[src/rtl/dram_arbiter_if.sv]
// dram_arbiter_if: per-hart request buses and the shared DRAM port.
// Optional macro DRAM_ARB_LOCK_EN adds the per-hart w_hart_lock bits.
interface dram_arbiter_if #(
    parameter int NHART = 2,
    parameter int IDX_W = 1
);
    logic [NHART*32-1:0] w_hart_addr;
    logic [NHART*32-1:0] w_hart_wdata;
    logic [NHART*3-1:0]  w_hart_ctrl;
    logic [NHART-1:0]    w_hart_le;
    logic [NHART-1:0]    w_hart_we_t;
    logic [NHART-1:0]    w_hart_busy;
    logic [31:0]         w_hart_odata;
`ifdef DRAM_ARB_LOCK_EN
    logic [NHART-1:0]    w_hart_lock;
`endif
    logic [31:0]         w_dram_addr;
    logic [31:0]         w_dram_wdata;
    logic [2:0]          w_dram_ctrl;
    logic                w_dram_le;
    logic                w_dram_we_t;
    logic                w_dram_busy;
    logic [31:0]         w_dram_odata;
    logic [IDX_W-1:0]    w_grant;
    logic                w_arb_err;

    // Arbiter view
    modport slave (
`ifdef DRAM_ARB_LOCK_EN
        input  w_hart_lock,
`endif
        input  w_hart_addr,
        input  w_hart_wdata,
        input  w_hart_ctrl,
        input  w_hart_le,
        input  w_hart_we_t,
        output w_hart_busy,
        output w_hart_odata,
        output w_dram_addr,
        output w_dram_wdata,
        output w_dram_ctrl,
        output w_dram_le,
        output w_dram_we_t,
        input  w_dram_busy,
        input  w_dram_odata,
        output w_grant,
        output w_arb_err
    );

    // Environment view: harts plus DRAM controller
    modport master (
`ifdef DRAM_ARB_LOCK_EN
        output w_hart_lock,
`endif
        output w_hart_addr,
        output w_hart_wdata,
        output w_hart_ctrl,
        output w_hart_le,
        output w_hart_we_t,
        input  w_hart_busy,
        input  w_hart_odata,
        input  w_dram_addr,
        input  w_dram_wdata,
        input  w_dram_ctrl,
        input  w_dram_le,
        input  w_dram_we_t,
        output w_dram_busy,
        output w_dram_odata,
        input  w_grant,
        input  w_arb_err
    );
endinterface

[src/rtl/dram_arbiter.sv]
// dram_arbiter: round-robin sharing of one DRAM port between NHART hart MMUs.
// Optional macro DRAM_ARB_LOCK_EN keeps the grant on a hart holding w_hart_lock.
module dram_arbiter #(
    parameter int NHART = 2,
    parameter int IDX_W = 1
) (
    input logic           CLK,
    input logic           RST,
    dram_arbiter_if.slave bus
);
    typedef enum logic [1:0] {IDLE, ISSUE, WAIT} state_t;

    state_t           state;
    state_t           state_nx;
    logic [NHART-1:0] pend;
    logic [NHART-1:0] occ;
    logic [NHART-1:0] cap;
    logic [NHART-1:0] req;
    logic [NHART-1:0] mask;
    logic [IDX_W-1:0] grant;
    logic [IDX_W-1:0] r_last;
    logic [IDX_W-1:0] sel;
    logic             found;
    logic             done;
    logic             viol;
    logic             r_seen;
    logic [31:0]      slot_addr  [NHART];
    logic [31:0]      slot_wdata [NHART];
    logic [2:0]       slot_ctrl  [NHART];
    logic [NHART-1:0] slot_wr;
`ifdef DRAM_ARB_LOCK_EN
    logic             locked;
`endif

    // Slot occupancy, accepted pulses and protocol violations
    always_comb begin
        done = (state == WAIT) && r_seen && !bus.w_dram_busy;
        occ  = pend;
        cap  = '0;
        viol = 1'b0;
        for (int i = 0; i < NHART; i++) begin
            if (state != IDLE && grant == IDX_W'(i) && !done)
                occ[i] = 1'b1;
            if (bus.w_hart_le[i] || bus.w_hart_we_t[i]) begin
                if (occ[i])
                    viol = 1'b1;
                else
                    cap[i] = 1'b1;
                if (bus.w_hart_le[i] && bus.w_hart_we_t[i])
                    viol = 1'b1;
            end
        end
    end

    // Requests eligible for the next grant; same-cycle pulses count too
    always_comb begin
        mask = '1;
`ifdef DRAM_ARB_LOCK_EN
        if (locked) begin
            mask        = '0;
            mask[grant] = 1'b1;
        end
`endif
        req = (pend | cap) & mask;
    end

    // Round-robin pick starting just after the last served hart
    always_comb begin
        found = 1'b0;
        sel   = r_last;
        for (int k = 1; k <= NHART; k++) begin
            if (!found && req[(int'(r_last) + k) % NHART]) begin
                found = 1'b1;
                sel   = IDX_W'((int'(r_last) + k) % NHART);
            end
        end
    end

    // Next-state logic
    always_comb begin
        state_nx = state;
        case (state)
            IDLE:    if (found) state_nx = ISSUE;
            ISSUE:   if (!bus.w_dram_busy) state_nx = WAIT;
            WAIT:    if (done) state_nx = IDLE;
            default: state_nx = IDLE;
        endcase
    end

    assign bus.w_hart_busy  = occ;
    assign bus.w_hart_odata = bus.w_dram_odata;
    assign bus.w_grant      = grant;

    // State, slots and registered DRAM-side outputs
    always_ff @(posedge CLK) begin
        if (RST) begin
            state            <= IDLE;
            pend             <= '0;
            grant            <= '0;
            r_last           <= IDX_W'(NHART - 1);
            r_seen           <= 1'b0;
            bus.w_dram_le    <= 1'b0;
            bus.w_dram_we_t  <= 1'b0;
            bus.w_dram_addr  <= '0;
            bus.w_dram_wdata <= '0;
            bus.w_dram_ctrl  <= '0;
            bus.w_arb_err    <= 1'b0;
`ifdef DRAM_ARB_LOCK_EN
            locked           <= 1'b0;
`endif
        end else begin
            state           <= state_nx;
            bus.w_dram_le   <= 1'b0;
            bus.w_dram_we_t <= 1'b0;
            if (viol)
                bus.w_arb_err <= 1'b1;
            for (int i = 0; i < NHART; i++) begin
                if (cap[i]) begin
                    pend[i]       <= 1'b1;
                    slot_addr[i]  <= bus.w_hart_addr[32*i +: 32];
                    slot_wdata[i] <= bus.w_hart_wdata[32*i +: 32];
                    slot_ctrl[i]  <= bus.w_hart_ctrl[3*i +: 3];
                    slot_wr[i]    <= bus.w_hart_we_t[i];
                end
            end
            case (state)
                IDLE: begin
                    if (found)
                        grant <= sel;
                end
                ISSUE: begin
                    if (!bus.w_dram_busy) begin
                        bus.w_dram_le    <= !slot_wr[grant];
                        bus.w_dram_we_t  <= slot_wr[grant];
                        bus.w_dram_addr  <= slot_addr[grant];
                        bus.w_dram_wdata <= slot_wdata[grant];
                        bus.w_dram_ctrl  <= slot_ctrl[grant];
                        pend[grant]      <= 1'b0;
                        r_seen           <= 1'b0;
                    end
                end
                WAIT: begin
                    if (bus.w_dram_busy)
                        r_seen <= 1'b1;
                    if (done) begin
                        r_last <= grant;
`ifdef DRAM_ARB_LOCK_EN
                        locked <= bus.w_hart_lock[grant];
`endif
                    end
                end
                default: ;
            endcase
        end
    end
endmodule
[src/flat_wrapper.sv]
// flat-port wrapper written by rule: the top's interface ports become plain ports
module dram_arbiter_flat 
#(
    parameter int NHART = 2,
    parameter int IDX_W = 1
)
  (CLK, RST, bus_w_hart_addr, bus_w_hart_wdata, bus_w_hart_ctrl, bus_w_hart_le, bus_w_hart_we_t, bus_w_hart_busy, bus_w_hart_odata, bus_w_dram_addr, bus_w_dram_wdata, bus_w_dram_ctrl, bus_w_dram_le, bus_w_dram_we_t, bus_w_dram_busy, bus_w_dram_odata, bus_w_grant, bus_w_arb_err);
  dram_arbiter_if #(.NHART(NHART), .IDX_W(IDX_W)) bus_i ();
  input logic CLK;
  input logic RST;
  input wire logic [$bits(bus_i.w_hart_addr)-1:0] bus_w_hart_addr;
  input wire logic [$bits(bus_i.w_hart_wdata)-1:0] bus_w_hart_wdata;
  input wire logic [$bits(bus_i.w_hart_ctrl)-1:0] bus_w_hart_ctrl;
  input wire logic [$bits(bus_i.w_hart_le)-1:0] bus_w_hart_le;
  input wire logic [$bits(bus_i.w_hart_we_t)-1:0] bus_w_hart_we_t;
  output wire logic [$bits(bus_i.w_hart_busy)-1:0] bus_w_hart_busy;
  output wire logic [$bits(bus_i.w_hart_odata)-1:0] bus_w_hart_odata;
  output wire logic [$bits(bus_i.w_dram_addr)-1:0] bus_w_dram_addr;
  output wire logic [$bits(bus_i.w_dram_wdata)-1:0] bus_w_dram_wdata;
  output wire logic [$bits(bus_i.w_dram_ctrl)-1:0] bus_w_dram_ctrl;
  output wire logic [$bits(bus_i.w_dram_le)-1:0] bus_w_dram_le;
  output wire logic [$bits(bus_i.w_dram_we_t)-1:0] bus_w_dram_we_t;
  input wire logic [$bits(bus_i.w_dram_busy)-1:0] bus_w_dram_busy;
  input wire logic [$bits(bus_i.w_dram_odata)-1:0] bus_w_dram_odata;
  output wire logic [$bits(bus_i.w_grant)-1:0] bus_w_grant;
  output wire logic [$bits(bus_i.w_arb_err)-1:0] bus_w_arb_err;
  assign bus_i.w_hart_addr = bus_w_hart_addr;
  assign bus_i.w_hart_wdata = bus_w_hart_wdata;
  assign bus_i.w_hart_ctrl = bus_w_hart_ctrl;
  assign bus_i.w_hart_le = bus_w_hart_le;
  assign bus_i.w_hart_we_t = bus_w_hart_we_t;
  assign bus_w_hart_busy = bus_i.w_hart_busy;
  assign bus_w_hart_odata = bus_i.w_hart_odata;
  assign bus_w_dram_addr = bus_i.w_dram_addr;
  assign bus_w_dram_wdata = bus_i.w_dram_wdata;
  assign bus_w_dram_ctrl = bus_i.w_dram_ctrl;
  assign bus_w_dram_le = bus_i.w_dram_le;
  assign bus_w_dram_we_t = bus_i.w_dram_we_t;
  assign bus_i.w_dram_busy = bus_w_dram_busy;
  assign bus_i.w_dram_odata = bus_w_dram_odata;
  assign bus_w_grant = bus_i.w_grant;
  assign bus_w_arb_err = bus_i.w_arb_err;
  dram_arbiter #(.NHART(NHART), .IDX_W(IDX_W)) u_core (.CLK(CLK), .RST(RST), .bus(bus_i));
endmodule
[config.mk]
export PLATFORM = sky130hd
export DESIGN_NAME = dram_arbiter_flat
export DESIGN_NICKNAME = d
export VERILOG_FILES = /design/src/rtl/dram_arbiter_if.sv /design/src/rtl/dram_arbiter.sv /design/src/flat_wrapper.sv
export SDC_FILE = /design/constraint.sdc
export NUM_CORES = 1
export LEC_CHECK = 0
export ABC_AREA = 1
export CAP_MARGIN = 20
export CORE_MARGIN = 2
export CORE_UTILIZATION = 44
export CTS_CLUSTER_DIAMETER = 30
export DETAILED_ROUTE_END_ITERATION = 16
export HOLD_SLACK_MARGIN = 0.03
export PLACE_DENSITY = 0.8
export SYNTH_ARGS = -nofsm -noshare
export SYNTH_HDL_FRONTEND = slang
export SYNTH_SLANG_ARGS = --single-unit
export TNS_END_PERCENT = 30
[constraint.sdc]
create_clock -name CLK -period 8.8 [get_ports CLK]
set_clock_uncertainty 0.15 [all_clocks]
set_input_delay 1.32 -clock CLK [delete_from_list [all_inputs] [get_ports CLK]]
set_output_delay 1.32 -clock CLK [all_outputs]
set_load 0.01 [all_outputs]
[Word level (Yosys, flattened, before mapping)]
Memory sizes are Yosys's and may differ from the RTL's. A register that Yosys moved wholly into a read port is not among the register bits.
Cells that the tools add are included.
Cells by class
  add/subtract/negate cells: 2
  order comparisons: 4
  eq/ne operators: 6
  muxes and demuxes: 45
  bitwise operators: 9
  reduce and logical (&&, ||, !) cells: 27
Operators by type and width (count)
  $mux 1: 37
  $logic_and 1x1->1: 10
  $mux 2: 5
  $reduce_and 2->1: 5
  $lt 2x3->1 const B: 2
  $pmux 2 s3: 1
  $reduce_and 3->1: 2
  $logic_not 1->1: 4
  $ne 2x1->1 const B: 2
  $ne 2x2->1 const B: 2
  $not 1->1: 4
  $reduce_bool 2->1: 2
  $reduce_or 3->1: 1
  $add 1x1->1 const B: 2
  $and 1x1->1 const A: 2
  $and 2x2->2: 1
  $eq 2x1->1 const B: 1
  $eq 2x2->1 const B: 1
  $logic_not 2->1: 1
  $logic_or 1x1->1: 2
  $lt 1x2->1 const B: 1
  $not 2->2: 1
  $or 2x2->2: 1
  $pmux 1 s2: 1
  2 further kinds: 2
Storage, ports and cells
  flip-flop bits (word level): 12
  bits in writable memories: 134
  input bits: 173
  word-level logic and storage cells: 106
  memories kept: 3
Memory list
  u_core.slot_addr: depth 2, width 32, read ports 1, clocked after memory_dff 1, write ports 2, line dram_arbiter.sv:27  | logic [31:0] slot_addr [NHART];
  u_core.slot_wdata: depth 2, width 32, read ports 1, clocked after memory_dff 1, write ports 2, line dram_arbiter.sv:28  | logic [31:0] slot_wdata [NHART];
  u_core.slot_ctrl: depth 2, width 3, read ports 1, clocked after memory_dff 1, write ports 2, line dram_arbiter.sv:29  | logic [2:0] slot_ctrl [NHART];

[Depth between registers and ports, before layout]
  depth in word-level cells: 18
  gate-level depth with buffers: 9
  gate-level depth less buffers: 9

[Worst setup path after synthesis]
No wires, ideal clock.
  kind: input -> register
  start: in bus_w_dram_busy
  end: mem u_core.slot_addr[1][0], enable pin
  library setup time: 592 ps
  data arrival time: 6719 ps
  required time: 8058 ps
  path slack: 1339 ps
  cell stages on the path: 5
  path through: nor2_1 > nand2_1 > nand2_1 > nand2_1 > nor3b_1
RTL lines
  from (decl): line flat_wrapper.sv:23  | input wire logic [$bits(bus_i.w_dram_busy)-1:0] bus_w_dram_busy;
  to (decl): line dram_arbiter.sv:27

[Final worst setup path]
  start: in bus_w_dram_busy
  end: out bus_w_hart_busy[1]
On the way
  longest elaborated chain between the ends: 5
Ends and longest elaborated chain
  $logic_not 1->1: line dram_arbiter.sv:37  | done = (state == WAIT) && r_seen && !bus.w_dram_busy;
  $logic_and 1x1->1: line dram_arbiter.sv:37
  $logic_not 1->1: line dram_arbiter.sv:42  | if (state != IDLE && grant == IDX_W'(i) && !done)
  $logic_and 1x1->1: line dram_arbiter.sv:42
  $mux 1: line dram_arbiter.sv:42
  to (decl): line flat_wrapper.sv:16  | output wire logic [$bits(bus_i.w_hart_busy)-1:0] bus_w_hart_busy;
No other way between the ends.

==> results.cfg <==
[run_status]
status = complete, no violations

[synthesis]
syn_inst = 593
synth.distinct_cells = 22
ys_warn_count = 0
synth_seq_area_share_pct = 75.4
ys_seq_elements = 213
synth_fp_nets = 766
syn-cell-area_um2 = 7460
synth.avg_cell_area_um2 = 12.6

[timing]
setup_tns_ns = 0
final.min_clock_period_ns = 4.29
fmax_mhz = 233
slew_viol_final = 0
worst_slew_pin_slew_ns = 0.922
slew_headroom_pct = 38.5
min_period_over_period_pct = 48.8
hold_viol = 0
rsz0062_at_grt = no
setup_viol = 0

[setup_path]
reg2reg_depth = 7
worstSetupStartpoint = bus_w_dram_busy
cp_slowest_stage_delay_ns = 0.57
path_common_cell = nand2_1
cp_max_fo = 5
worstSetupPathType = in2out
r2r-start = u_core.state[0]$_SDFFE_PP0P_
cp.arrival_ns = 2.82
startpoint_type = primary input
required_ns = 7.33
cp_slowest_cell = clkdlybuf4s50_1
path_cells = clkdlybuf4s50_1 -> nor2_1 -> nand2_1 -> nand2_1 -> nand2_1 -> clkdlybuf4s50_1
end_kind = output pin

[floorplanning]
io_pins = 278
rows = 47
die_y_um = 134
dieArea_um2 = 18000
core-area_um2 = 16600
start_util_pct = 45.0
fp.dieW_um = 134

[finish]
drive_gt1_share_pct = 9.66
synthToLayoutAreaGrowth_pct = 44.5
instances_no_fill = 1038
final_nets = 962
antennaDiodeCount = 0

[placement]
place_inst = 970
hpwl_um = 11000
port_buffers = 213
gp_congestion = 0.809

[route]
drc = 0
routed_wl_um = 18000
post_drt_wl_per_cell_um = 17.3
via_per_inst = 4.94
final_antenna_net_count = 0
drtIter0Drc = 201
num_vias = 5124
first_pass_iters = 5

[power_and_ir_drop]
power.density_nw_per_um2 = 262
leakagePower_nw = 3.69
ir_drop_uv = 210
power.total_mw = 2.82

[grt]
grt_overflow = 0
grt_usage_pct = 20.1
grt_max_degree = 79
grt_antenna_before_repair = 0
grt_pass1_vias = 5321
grt_pass1_wl_um = 28000

[clock_network]
cts_buffer_depth = 3
clock_latency_ns = 0.50
post-cts-setup-buffers = 0
path_clk_slew_ns = 0.04
cts_made_buffers = 37
ctsHoldBuffers = 0
root_buffer = clkbuf_16
cts_resized = 0
cts_sinks = 213
cts_tree = built
cts_max_level = 2

[job]
cap_violations = 0

[min_path]
min_path_type = reg2reg
worstHoldPathCells = 2
min-delay-start = u_core.r_seen$_SDFFE_PP0P_
==> power breakdown <==
group          switching [mW]  leakage, nW  total (mW)  internal, mW
Clock                   0.470        0.610        1.39         0.924
Combinational           0.125         1.19       0.252         0.126
Sequential             0.0274         1.89        1.18          1.15
Total                   0.623         3.69        2.82          2.20
==> logic make-up (layout without fill, tap and decap cells) <==
logic type             after synthesis  count (layout)  synth area share, %
and+or+nand+nor                    225             225                 12.0
buffers and inverters               72             297                 5.67
muxes                                1               1                0.134
DFF                                213             213                 75.4
AOI/OAI and AO/OA                   82              82                 6.84
==> layout by cell type (no fill, tap or decap), types with 3 or more instances in the layout <==
master,count
nor2_4,4
dfxtp_1,77
clkinv_1,3
clkinv_2,10
nand3_1,3
a21oi_1,13
nor3_1,3
clkdlybuf4s50_1,212
inv_6,3
a22oi_1,8
nor2_1,7
bufinv_16,5
a31oi_1,59
buf_4,6
edfxtp_1,136
inv_1,8
clkbuf_1,3
clkbuf_16,37
nand2_1,203
clkinvlp_4,3
==> through the flow <==
step	worst slack, ns	hold WS (ns)	instance area [µm²]	utilization, %
6_report	4.51	0.298	10800	65.0
5_1_grt	4.41	0.331	10800	65.0
4_1_cts	4.50	0.305	10800	65.0
3_5_place_dp	4.45	0.299	9540	57.5
3_3_place_gp	4.52	0.290	9540	57.5
2_1_floorplan	1.34	0.278	7460	-
==> synth_stat cells <==
master    instances  area share, %
nor3_1            3           0.20
nand2_4           1           0.15
inv_1             8           0.40
nor2_4            3           0.45
a221oi_1          1           0.12
mux2i_1           1           0.13
clkbuf_1         15           0.75
o211ai_1          1           0.10
buf_1             1          0.050
a22oi_1           8           0.80
inv_2             2           0.10
or2_2             2           0.17
nand3_1           3           0.20
nand2_1         203             10
edfxtp_1        136             55
buf_2             8           0.54
nor2_1            8           0.40
buf_4            38            3.8
a21oi_1          13           0.87
dfxtp_1          77             21
a31oi_1          59            4.9
nor3b_1           2           0.20
==> state kept, by name (all words and copies together) (netlist names) <==
name,count
u_core.slot_ctrl,6
u_core.slot_addr,64
u_core.bus.w_dram_addr,32
u_core.slot_wr,2
u_core.bus.w_arb_err,1
u_core.bus.w_dram_le,1
u_core.bus.w_grant,1
u_core.bus.w_dram_ctrl,3
u_core.bus.w_dram_we_t,1
u_core.bus.w_dram_wdata,32
u_core.r_seen,1
u_core.pend,2
u_core.state,2
u_core.r_last,1
u_core.slot_wdata,64
==> path summary, 6_finish.rpt <==
check	to	slack, ns
worst max-delay path	bus_w_hart_busy[1]	4.51
worst min-delay path	u_core.r_seen$_SDFFE_PP0P_	0.30
worst max register to register	u_core.bus.w_dram_addr[1]$_SDFFE_PP0P_	5.88
worst min register to register	u_core.r_seen$_SDFFE_PP0P_	0.30
==> per-layer routing <==
| metal | routed length [µm] | track usage (%) | up-vias |
|---|---|---|---|
| li1 | - | - | 2432 |
| met1 | 6200 | 21.6 | 2391 |
| met2 | 9160 | 34.4 | 228 |
| met3 | 1720 | 7.14 | 73 |
| met4 | 898 | 11.4 | 0 |
| met5 | 0 | 0 | - |
==> final cells by class <==
type / instances / area (µm²)
Fill cell: 1214 / 5800
Sequential cell: 213 / 5630
Timing Repair Buffer: 219 / 2170
Multi-Input combinational cell: 308 / 1430
Clock buffer: 40 / 937
Clock inverter: 28 / 310
Tap cell: 220 / 275
Inverter: 10 / 37.5
==> worst max-delay path: cells and delay by family <==
kind / cells / cell delay (ns)
and+or+nand+nor: 4 / 0.42
buffers and inverters: 2 / 1.09
No activity file was read; power rests on OpenSTA's default activity.
